<file path="config.mk">
export PLATFORM = sky130hd
export DESIGN_NAME = obstacle_spawner
export DESIGN_NICKNAME = d
export VERILOG_FILES = /design/src/rtl/obstacle_spawner.sv
export SDC_FILE = /design/constraint.sdc
export NUM_CORES = 1
export LEC_CHECK = 0
export BUFFER_PORTS_ARGS = -buffer_cell sky130_fd_sc_hd__clkbuf_2
export CAP_MARGIN = 20
export CORE_AREA = 8 8 58 60
export CTS_CLUSTER_SIZE = 8
export DETAILED_ROUTE_END_ITERATION = 6
export DIE_AREA = 0 0 66 68
export PLACE_DENSITY = 0.78
export SYNTH_ARGS = -nofsm -noshare
export SYNTH_HDL_FRONTEND = slang
export SYNTH_SLANG_ARGS = --single-unit
</file>
<file path="constraint.sdc">
create_clock -name clk_i -period 3.2 [get_ports clk_i]
set_clock_uncertainty 0.1 [all_clocks]
set_input_delay 0 -clock clk_i [delete_from_list [all_inputs] [get_ports clk_i]]
set_output_delay 0 -clock clk_i [all_outputs]
set_load 0.03 [all_outputs]
</file>
<file path="src/rtl/obstacle_spawner.sv">
// Turns the LFSR word stream into timed obstacle spawn requests on a
// valid/ready handshake: one random word per obstacle, then a frame-counted gap.
module obstacle_spawner #(
    parameter int MIN_GAP    = 40,
    parameter int GAP_W      = 6,
    parameter int BIRD_AFTER = 8
) (
    input  logic        clk_i,
    input  logic        rst_ni,
    input  logic        frame_i,
    input  logic        run_i,
    input  logic [15:0] rand_i,
    output logic        next_o,
    output logic        spawn_valid_o,
    output logic [1:0]  spawn_type_o,
    input  logic        spawn_ready_i,
    output logic [7:0]  spawn_count_o
);

    typedef enum logic [1:0] {
        IDLE  = 2'd0,
        LOAD  = 2'd1,
        WAIT  = 2'd2,
        SPAWN = 2'd3
    } state_t;

    state_t      state_reg, state_next;
    logic [7:0]  gap_reg, gap_next;
    logic [1:0]  type_reg, type_next;
    logic [7:0]  count_reg, count_next;

    logic [7:0]  gap_load;
    logic [1:0]  raw_type;
    logic        bird_ok;

    assign gap_load = 8'(MIN_GAP) + 8'(rand_i[GAP_W-1:0]);
    assign raw_type = rand_i[15:14];
    // Gating looks at the live count, so it re-applies after the counter wraps.
    assign bird_ok  = int'(count_reg) >= BIRD_AFTER;

    always_ff @(posedge clk_i or negedge rst_ni) begin
        if (!rst_ni) begin
            state_reg <= IDLE;
            gap_reg   <= 8'd0;
            type_reg  <= 2'd0;
            count_reg <= 8'd0;
        end else begin
            state_reg <= state_next;
            gap_reg   <= gap_next;
            type_reg  <= type_next;
            count_reg <= count_next;
        end
    end

    always_comb begin
        state_next = state_reg;
        gap_next   = gap_reg;
        type_next  = type_reg;
        count_next = count_reg;
        // Stopping the game wins over everything, including a same-cycle accept.
        if (!run_i) begin
            state_next = IDLE;
            gap_next   = 8'd0;
        end else begin
            case (state_reg)
                IDLE: state_next = LOAD;
                LOAD: begin
                    gap_next   = gap_load;
                    type_next  = (raw_type == 2'd3 && !bird_ok) ? 2'd2 : raw_type;
                    state_next = WAIT;
                end
                WAIT: begin
                    if (frame_i) begin
                        gap_next = gap_reg - 8'd1;
                        if (gap_reg <= 8'd1) begin
                            state_next = SPAWN;
                        end
                    end
                end
                SPAWN: begin
                    if (spawn_ready_i) begin
                        count_next = count_reg + 8'd1;
                        state_next = LOAD;
                    end
                end
                default: state_next = IDLE;
            endcase
        end
    end

    // The LFSR advances on the same edge that captures its word.
    assign next_o        = (state_reg == LOAD);
    assign spawn_valid_o = (state_reg == SPAWN);
    assign spawn_type_o  = type_reg;
    assign spawn_count_o = count_reg;

endmodule

</file>
==> results of run 1 <==
cells by family (layout without fill, tap and decap cells):
family,Yosys count,in the layout,synth area share
simple gates,34,34,0.1748
compound gates,26,26,0.1618
flops,20,20,0.4343
buf+inv,11,49,0.03583
xor+xnor,9,9,0.06841
fa+ha+maj,8,8,0.08687
mux,4,4,0.03800
layout by cell type, fill, tap and decap left out, types with 2 or more instances in the layout:
master         netlist  routed
o21ai_0              5       5
nand2_1              8       8
a211oi_1             3       3
inv_1                8       8
dfrtp_1             20      20
ha_1                 8       8
dlygate4sd3_1        0      12
and3_1               2       2
nor3_1               2       2
nand4_1              3       3
mux2_2               3       3
nor2_1               7       7
xnor2_1              7       7
xor2_1               2       2
a21oi_1              4       4
clkbuf_4             0       3
o2bb2ai_1            2       2
nor2b_1              2       2
clkbuf_2             0      24
o31ai_1              2       2
nand3_1              2       2
a2111oi_0            2       2
final timing paths:
check / start / end / slack, ns
worst max-delay path: state_reg[0] / gap_reg[3] / 0.87
worst min-delay path: rand_i[2] / gap_reg[2] / 0.003
worst max register to register: state_reg[0] / gap_reg[3] / 0.87
worst min register to register: spawn_count_o[7] / spawn_count_o[7] / 0.41
max in group asynchronous: rst_ni / spawn_type_o[1] / 2.56
min in group asynchronous: rst_ni / gap_reg[4] / 0.09
stage by stage:
| step | hold slack, ns | cell area [um2] |
|---|---|---|
| 6_report | 0.002960 | 1460 |
| 5_1_grt | 0.02366 | 1460 |
| 4_1_cts | 0.01482 | 1460 |
| 3_5_place_dp | -0.1028 | 1304 |
| 3_3_place_gp | -0.1194 | 1304 |
| 2_1_floorplan | -0.3956 | 1152 |
cell type report:
| cell class | count | area (um2) |
|---|---|---|
| clock buffers | 4 | 36.28 |
| flip-flops and latches | 20 | 500.5 |
| repair buffers | 36 | 240.2 |
| fillers | 236 | 1107 |
| inverters | 9 | 33.78 |
| multi-input cells | 81 | 610.6 |
| well taps | 31 | 38.79 |
synthesized netlist by cell type, drive strengths merged (3+ instances only):
library cell and count:
xnor2 7, a211oi 3, dfrtp 20, a21oi 4, nand2 8, mux2 3, o21ai 5, nor2 7
nand4 3, inv 8, ha 8
layer usage:
metal / GRT usage / vias to the layer above / part of all wire
li1: - / 485 / -
met1: 0.1488 / 475 / 0.45
met2: 0.2375 / 12 / 0.52
met3: 0.02946 / 2 / 0.024
met4: 0.04267 / 0 / 0.0044
met5: 0 / - / 0
report_power, final:
group	internal (mW)	leakage, nW	switching (mW)	total [mW]
Clock	0.0694	0.0210	0.0801	0.149
Sequential	0.342	0.262	0.106	0.448
Combinational	0.265	0.411	0.354	0.619
Total	0.676	0.694	0.540	1.22
worst reg2reg max path, cell delays in order (launching register included):
cell	delay, ns
dfrtp_1	0.43
inv_1	0.07
ha_1	0.37
mux2_2	0.46
a21oi_1	0.16
nor3_1	0.06
dlygate4sd3_1	0.56
timing repair:
item	in CTS	in global routing
hold endpoints to repair	29	0
resized for setup	0	0
hold buffers	12	0
==> impl_metrics.csv, run 1 <==
group,metric,value,unit
logic_synthesis,netlist_instances,112,
power,p_total,1.216,mW
critical_path,slowest_delay,0.56,ns
logic_synthesis,yosysSeqAreaShare,0.4343,
floorplan,dieWidth,66,um
logic_synthesis,yosysWarningCount,0,
logic_synthesis,synth_seq_cells,20,
layout,syn_to_final_growth,26.71,%
critical_path,critPathSlowestCell,"dlygate4sd3_1",
sta,hold_viol,0,
sta,finalCritPeriodShare,0.7266,
sta,post-route-worst-setup-slack,0.8749,ns
clocking,numCtsBuffers,3,
status,status,"complete, no violations",
clocking,htreeDepth,1,
drt,wl,2734,um
power,power_density,833.1,mW/mm2
power,ir_drop,0.5542,mV
power,leakagePower,0.6943,nW
drt,remaining_drc_errors,0,
logic_synthesis,netlist_area,0.001152,mm2
logic_synthesis,synthTopCellsByArea,"dfrtp_1, ha_1, xnor2_1",
critical_path,cp.depth,6,
place,hpwl,2031,um
drt,routedWlPerCell,15.10,um
job,max-cap-violations,0,
place,post-place-ws,1.123,ns
critical_path,worstPathArrival,2.42,ns
logic_synthesis,ys_async_sr_fraction,1.000,
layout,final_util,0.5687,
logic_synthesis,synth_top_area_frac,0.4343,
place,portBuffers,24,
sta,max_freq,0.4301,GHz
floorplan,std_cell_rows,19,
critical_path,crit_chain,"inv_1 > ha_1 > mux2_2 > a21oi_1 > nor3_1 > dlygate4sd3_1",
drt,final_antenna_net_count,0,
grt,grt_usage,0.1307,
clocking,postCtsSetupRepairBufs,0,
hold_path,min_path_cells,4,
clocking,cts_buffer_depth,2,
logic_synthesis,synth-main-ff-cell,"dfrtp_1",
critical_path,cpLargestDelayFamily,"buffers and inverters",
grt,grt_pass1_wl,4685,um
drt,drt_pass1_iterations,4,
critical_path,critPathMaxFanout,12,
grt,grt_start_max_net_pins,21,
sta,setup-violations-final,0,
sta,relSlewSlack,0.6572,
critical_path,crit_required,3.29,ns
sta,worst_pin_slew,0.5142,ns
clocking,cts_tree,"yes",
grt,grt_pass1_vias,1024,
drt,initialDrtViolationCount,36,
clocking,cts_root_buf,"clkbuf_4",
critical_path,endpoint_kind,"register",
sta,period_minus_slack,2.325,ns
critical_path,startpoint_type,"register",
sta,rsz0062_at_grt,"false",
place,gp_congestion,0.8069,
layout,diodes,0,
grt,gr-total-overflow,0,
clocking,cts_sinks,20,
floorplan,fp.dieH,68,um
logic_synthesis,synth_largest_area_cell,"dfrtp_1",
drt,via_count,974,
logic_synthesis,syn-num-nets,141,
hold_path,min_path_type,"in2reg",
logic_synthesis,yosysUniqueCellTypes,38,
floorplan,dieArea,0.004488,mm2
clocking,insertion_delay,0.30,ns
critical_path,worstSetupPathType,"reg2reg",
sta,final.setup.tns,0,ns
critical_path,ff2ff_path_depth,6,
floorplan,start_util,0.4488,
sta,slew_viol_final,0,
clocking,clk_pin_slew,0.12,ns
layout,final_cells,181,
floorplan,boundaryPins,33,
layout,nets,180,
floorplan,core-area,0.002567,mm2
logic_synthesis,synth.avg_cell_area,10.29,um2
grt,grt_antenna_before_repair,0,
drt,via_per_inst,5.381,
logic_synthesis,synth_edf_count,0,
critical_path,crit_buf_inv,2,
layout,layout-drive-gt1-share,0.2400,
place,dp_cells,165,
(Power assumes the default switching activity.)
==> run 2, diff against run 1 <==
ABC_AREA = 1   (was unset)
CORE_AREA = 8 8 61 63   (was 8 8 58 60)
DIE_AREA = 0 0 69 71   (was 0 0 66 68)
clock period = 1.85 ns   (was 3.2 ns; I/O delays follow)
==> run 2 against run 1 <==
  * Sequential power rose by 67%
  * Final cell count grew 30%
  * Non-clock buffer count unchanged
  * Critical path type unchanged
  * Sequential share of layout area decreased by 2.6 points
  * Core utilization down 1.5 points
  * Critical endpoint is now gap_reg[1]
  * Register-to-register slack got worse by 0.68 ns
==> impl_metrics.csv, run 2 <==
group,metric,value,unit
clocking,ctsResizeCount,0,
floorplan,core-area,0.002853,mm2
sta,hold_viol,0,
floorplan,fp.dieH,71,um
grt,grt_antenna_before_repair,1,
critical_path,worstPathArrival,1.77,ns
sta,setup-violations-final,0,
grt,grt_pass1_wl,4864,um
sta,slew_viol_final,0,
floorplan,start_util,0.4421,
critical_path,ff2ff_path_depth,7,
critical_path,worstSetupPathType,"reg2reg",
logic_synthesis,yosysSeqAreaShare,0.3968,
logic_synthesis,netlist_instances,163,
hold_path,min_path_type,"in2reg",
layout,layout_commonest_cell,"nand2_1",
clocking,postCtsSetupRepairBufs,0,
layout,layout-drive-gt1-share,0.1940,
drt,routedWlPerCell,11.73,um
sta,worst_pin_slew,0.5253,ns
power,ir_drop,1.038,mV
critical_path,cp_common_cell,"inv_1",
drt,drt_pass1_iterations,4,
critical_path,reg2reg_to,"gap_reg[1]",
logic_synthesis,yosysMostFrequentCell,"nand2_1",
layout,nets,231,
drt,via_per_inst,4.809,
clocking,cts_root_buf,"clkbuf_4",
grt,grt_pass1_vias,1132,
logic_synthesis,synth.avg_cell_area,7.737,um2
sta,rsz0062_at_grt,"false",
clocking,holdBufCountCts,11,
floorplan,dieArea,0.004899,mm2
layout,final_cell_mix,"nand2_1, inv_1, clkbuf_2, dfrtp_1, nor2_1",
logic_synthesis,synth_largest_area_cell,"dfrtp_1",
clocking,cts_sinks,20,
hold_path,min_path_cells,6,
clocking,clk_pin_slew,0.12,ns
floorplan,std_cell_rows,20,
grt,grt_usage,0.1140,
logic_synthesis,netlist_area,0.001261,mm2
sta,period_minus_slack,1.659,ns
clocking,htreeDepth,1,
critical_path,critPathLaunch,"state_reg[0]",
critical_path,startpoint_type,"register",
layout,final_area,0.001579,mm2
power,power_density,1402,mW/mm2
job,max-cap-violations,0,
grt,grt_start_max_net_pins,21,
logic_synthesis,syn-num-nets,192,
drt,final_antenna_net_count,0,
logic_synthesis,synth_top_area_frac,0.3968,
place,gp_congestion,0.7888,
critical_path,crit_chain,"inv_1 > ha_1 > inv_2 > nand3_2 > nand2_2 > inv_1 > o22ai_1",
sta,relSlewSlack,0.6498,
logic_synthesis,synth-main-ff-cell,"dfrtp_1",
place,hpwl,1991,um
status,status,"complete, no violations",
critical_path,critPathSlowestCell,"dfrtp_1",
critical_path,ff2ff_setup_slack,0.19,ns
drt,initialDrtViolationCount,53,
critical_path,slowest_delay,0.41,ns
layout,syn_to_final_growth,25.20,%
floorplan,boundaryPins,33,
clocking,insertion_delay,0.31,ns
layout,final_cells,235,
hold_path,min_from,"frame_i",
critical_path,r2r_start,"state_reg[0]",
floorplan,dieWidth,69,um
place,dp_cells,219,
clocking,numCtsBuffers,3,
logic_synthesis,yosysWarningCount,0,
power,leakagePower,0.8515,nW
place,portBuffers,24,
logic_synthesis,yosysUniqueCellTypes,24,
drt,via_count,1130,
place,placed_area,0.001414,mm2
sta,max_freq,0.6027,GHz
clocking,cts_tree,"yes",
critical_path,crit_required,1.96,ns
logic_synthesis,synth_edf_count,0,
clocking,cts_buffer_depth,2,
grt,gr-total-overflow,0,
layout,fillers,287,
critical_path,critPathMaxFanout,7,
logic_synthesis,synth_seq_cells,20,
logic_synthesis,synthTopCellsByCount,"nand2_1, inv_1, dfrtp_1",
drt,wl,2757,um
sta,finalCritPeriodShare,0.8969,
hold_path,hold-path-endpoint,"gap_reg[6]",
critical_path,endpoint_kind,"register",
logic_synthesis,ys_async_sr_fraction,1.000,
logic_synthesis,synthTopCellsByArea,"dfrtp_1, nand2_1, ha_1",
drt,remaining_drc_errors,0,
sta,final.setup.tns,0,ns
[run 2: changes by cell type in the layout (fill, tap and decap cells not counted), sizes merged, moves of 3 or more]
cell / before / now
a211oi: 3 / 0
nand3: 2 / 16
o21ai: 5 / 11
mux2: 3 / 0
xnor2: 7 / 1
nand2: 8 / 41
xor2: 2 / 6
nor2: 7 / 18
inv: 8 / 26
a21oi: 4 / 8
[run 2: cell families (layout without fill, tap and decap cells)]
kind of cell / Yosys count / after routing / synth area share
DFF: 20 / 20 / 0.3968
other: 0 / 1 / 0
and+or+nand+nor: 78 / 78 / 0.2937
buffers and inverters: 28 / 66 / 0.09027
adders and majority gates: 8 / 8 / 0.07937
AOI/OAI and AO/OA: 22 / 22 / 0.09127
xor gates and xnor gates: 7 / 7 / 0.04861
[run 2: worst max-delay path by stage]
stage	to	slack, ns	cells past startpoint
finish	gap_reg[1]	0.19	7
global route	gap_reg[7]	0.01	9
CTS	gap_reg[7]	0.22	9
detailed placement	gap_reg[7]	0.22	9
global placement	gap_reg[7]	0.27	9
floorplan	gap_reg[7]	0.27	9
[run 2: power by group]
group | switching, mW | total [mW] | internal, mW
sequential | 0.156 | 0.746 | 0.591
combinational | 0.729 | 1.10 | 0.376
clock | 0.143 | 0.362 | 0.219
total | 1.03 | 2.21 | 1.19
[run 2: worst max-delay path: cells and delay by family, from the launching register on]
family | cells | cell delay, ns
AND/OR/NAND/NOR | 2 | 0.25
buffers and inverters | 3 | 0.32
flip-flops | 1 | 0.41
adder cells (fa/ha/maj) | 1 | 0.29
AO/OA/AOI/OAI | 1 | 0.21
[run 2: metrics by stage]
| step | setup slack (ns) | total power [mW] | util | hold WS, ns |
|---|---|---|---|---|
| 4_1_cts | 0.2216 | 2.223 | 0.5526 | 0.05100 |
| 5_1_grt | 0.01250 | 2.427 | 0.5535 | 0.08222 |
| 3_3_place_gp | 0.2747 | 1.801 | 0.4956 | -0.1037 |
| 2_1_floorplan | 0.2719 | 1.561 | - | -0.3956 |
| 3_5_place_dp | 0.2225 | 1.835 | 0.4956 | -0.1023 |
| 6_report | 0.1907 | 2.214 | 0.5535 | 0.06737 |
[run 2: area by class of cell]
cell class	instances	area (um2)	area share
flip-flops and latches	20	500.5	0.3170
clock inverters	1	30.03	0.01902
multi-input cells	115	646.9	0.4097
repair buffers	36	237.7	0.1506
well taps	33	41.29	0.02615
inverters	26	97.59	0.06181
clock buffers	3	22.52	0.01426
diodes	1	2.502	0.001585
[run 2: routing by layer]
| metal | track usage | vias to the layer above | share of wire |
|---|---|---|---|
| met5 | 0 | - | 0 |
| met1 | 0.1315 | 500 | 0.44 |
| li1 | - | 590 | - |
| met2 | 0.1977 | 33 | 0.49 |
| met4 | 0.03872 | 0 | 0.019 |
| met3 | 0.03077 | 7 | 0.049 |
==> run 3, diff against run 2 <==
REMOVE_ABC_BUFFERS = 1   (was unset)
==> run 3 against run 2 <==
  * Non-clock buffer count shrank 1
  * Worst hold slack got worse by 0.058 ns
  * Critical path depth grew 1
  * First-iteration DRC count fell by 47%
  * Critical path type unchanged
  * Largest power group unchanged
==> impl_metrics.csv, run 3 (synthesis gave the netlist of run 2 again) <==
group,metric,value,unit
critical_path,crit_buf_inv,3,
grt,grt_pass1_wl,4678,um
grt,grt_antenna_before_repair,0,
critical_path,cp.depth,8,
place,placed_area,0.001414,mm2
floorplan,dieWidth,69,um
critical_path,cpLargestDelayFamily,"flip-flops",
floorplan,boundaryPins,33,
sta,finalCritPeriodShare,0.8667,
critical_path,worstPathArrival,1.70,ns
drt,initialDrtViolationCount,28,
power,ir_drop,0.6899,mV
sta,final.setup.tns,0,ns
sta,hold_viol,0,
critical_path,critPathSlowestCell,"dfrtp_1",
power,power_density,1406,mW/mm2
floorplan,start_util,0.4421,
critical_path,ff2ff_path_depth,8,
critical_path,startpoint_type,"register",
clocking,holdBufCountCts,10,
layout,nets,230,
status,status,"complete, no violations",
layout,layout_commonest_cell,"nand2_1",
sta,max_freq,0.6237,GHz
sta,slew_viol_final,0,
layout,final_cell_mix,"nand2_1, inv_1, clkbuf_2, dfrtp_1, nor2_1",
critical_path,slowest_delay,0.42,ns
clocking,ctsResizeCount,0,
clocking,cts_tree,"yes",
floorplan,std_cell_rows,20,
hold_path,min_path_cells,5,
layout,final_area,0.001567,mm2
layout,layout-drive-gt1-share,0.1950,
drt,final_antenna_net_count,0,
sta,relSlewSlack,0.6646,
clocking,postCtsSetupRepairBufs,0,
place,hpwl,1945,um
clocking,clk_pin_slew,0.12,ns
drt,via_per_inst,4.918,
clocking,numCtsBuffers,3,
clocking,htreeDepth,1,
place,gp_congestion,0.8187,
sta,setup-violations-final,0,
sta,rsz0062_at_grt,"false",
floorplan,core-area,0.002853,mm2
drt,wl,2660,um
critical_path,crit_chain,"inv_1 > ha_1 > inv_2 > nand3_2 > nand2_2 > inv_1 > nand3_1 > o21ai_1",
clocking,insertion_delay,0.30,ns
drt,via_count,1146,
floorplan,dieArea,0.004899,mm2
hold_path,min_path_type,"in2reg",
place,portBuffers,24,
layout,syn_to_final_growth,24.21,%
job,max-cap-violations,0,
sta,period_minus_slack,1.603,ns
critical_path,endpoint_kind,"register",
grt,grt_usage,0.1110,
clocking,cts_root_buf,"clkbuf_4",
clocking,cts_sinks,20,
critical_path,cp_common_cell,"inv_1",
grt,grt_start_max_net_pins,21,
layout,fillers,282,
clocking,cts_buffer_depth,2,
layout,diodes,0,
floorplan,fp.dieH,71,um
sta,worst_pin_slew,0.5031,ns
grt,grt_pass1_vias,1126,
critical_path,critPathMaxFanout,6,
sta,fin_hold_ws,0.009456,ns
drt,routedWlPerCell,11.42,um
power,leakagePower,0.8466,nW
critical_path,worstSetupPathType,"reg2reg",
drt,remaining_drc_errors,0,
critical_path,crit_required,1.95,ns
drt,drt_pass1_iterations,4,
grt,gr-total-overflow,0,
run 3: worst reg2reg max path: cells and delay by family (launching register included):
kind	cells	cell delay (ns)
flops	1	0.42
simple gates	3	0.36
buf+inv	3	0.31
fa+ha+maj	1	0.26
compound gates	1	0.07
run 3: per-stage QoR:
stage	utilization	instances	power [mW]	worst slack, ns
2_1_floorplan	-	161	1.550	0.2718
3_3_place_gp	0.4956	219	1.799	0.3226
3_5_place_dp	0.4956	219	1.827	0.2701
4_1_cts	0.5491	233	2.213	0.2367
5_1_grt	0.5491	233	2.413	0.1059
6_report	0.5491	233	2.203	0.2465
run 3: power by group:
group	switching (mW)	internal [mW]	total [mW]
clock	0.141	0.219	0.359
sequential	0.158	0.591	0.749
combinational	0.723	0.371	1.09
total	1.02	1.18	2.20
run 3: cell type report:
type                            instances  area, um2  area share
Multi-Input combinational cell        115      646.9      0.4129
Inverter                               26      97.59     0.06230
Sequential cell                        20      500.5      0.3195
Clock inverter                          1      30.03     0.01917
Timing Repair Buffer                   35      227.7      0.1454
Clock buffer                            3      22.52     0.01438
Tap cell                               33      41.29     0.02636
run 3: path summary, 6_finish.rpt:
kind                                   end  slack [ns]            start
max                             gap_reg[2]        0.25     state_reg[0]
min                             gap_reg[6]       0.009        rand_i[4]
max reg2reg                     gap_reg[2]        0.25     state_reg[0]
min reg2reg                spawn_type_o[0]        0.40  spawn_type_o[0]
max in group asynchronous       gap_reg[6]        1.23           rst_ni
min in group asynchronous       gap_reg[0]        0.08           rst_ni
run 3: per-layer routing:
metal | up-vias | wire length (um) | global-route usage
li1 | 588 | - | -
met1 | 538 | 1174 | 0.1237
met2 | 16 | 1369 | 0.2018
met3 | 4 | 84 | 0.01958
met4 | 0 | 31 | 0.04556
met5 | - | 0 | 0
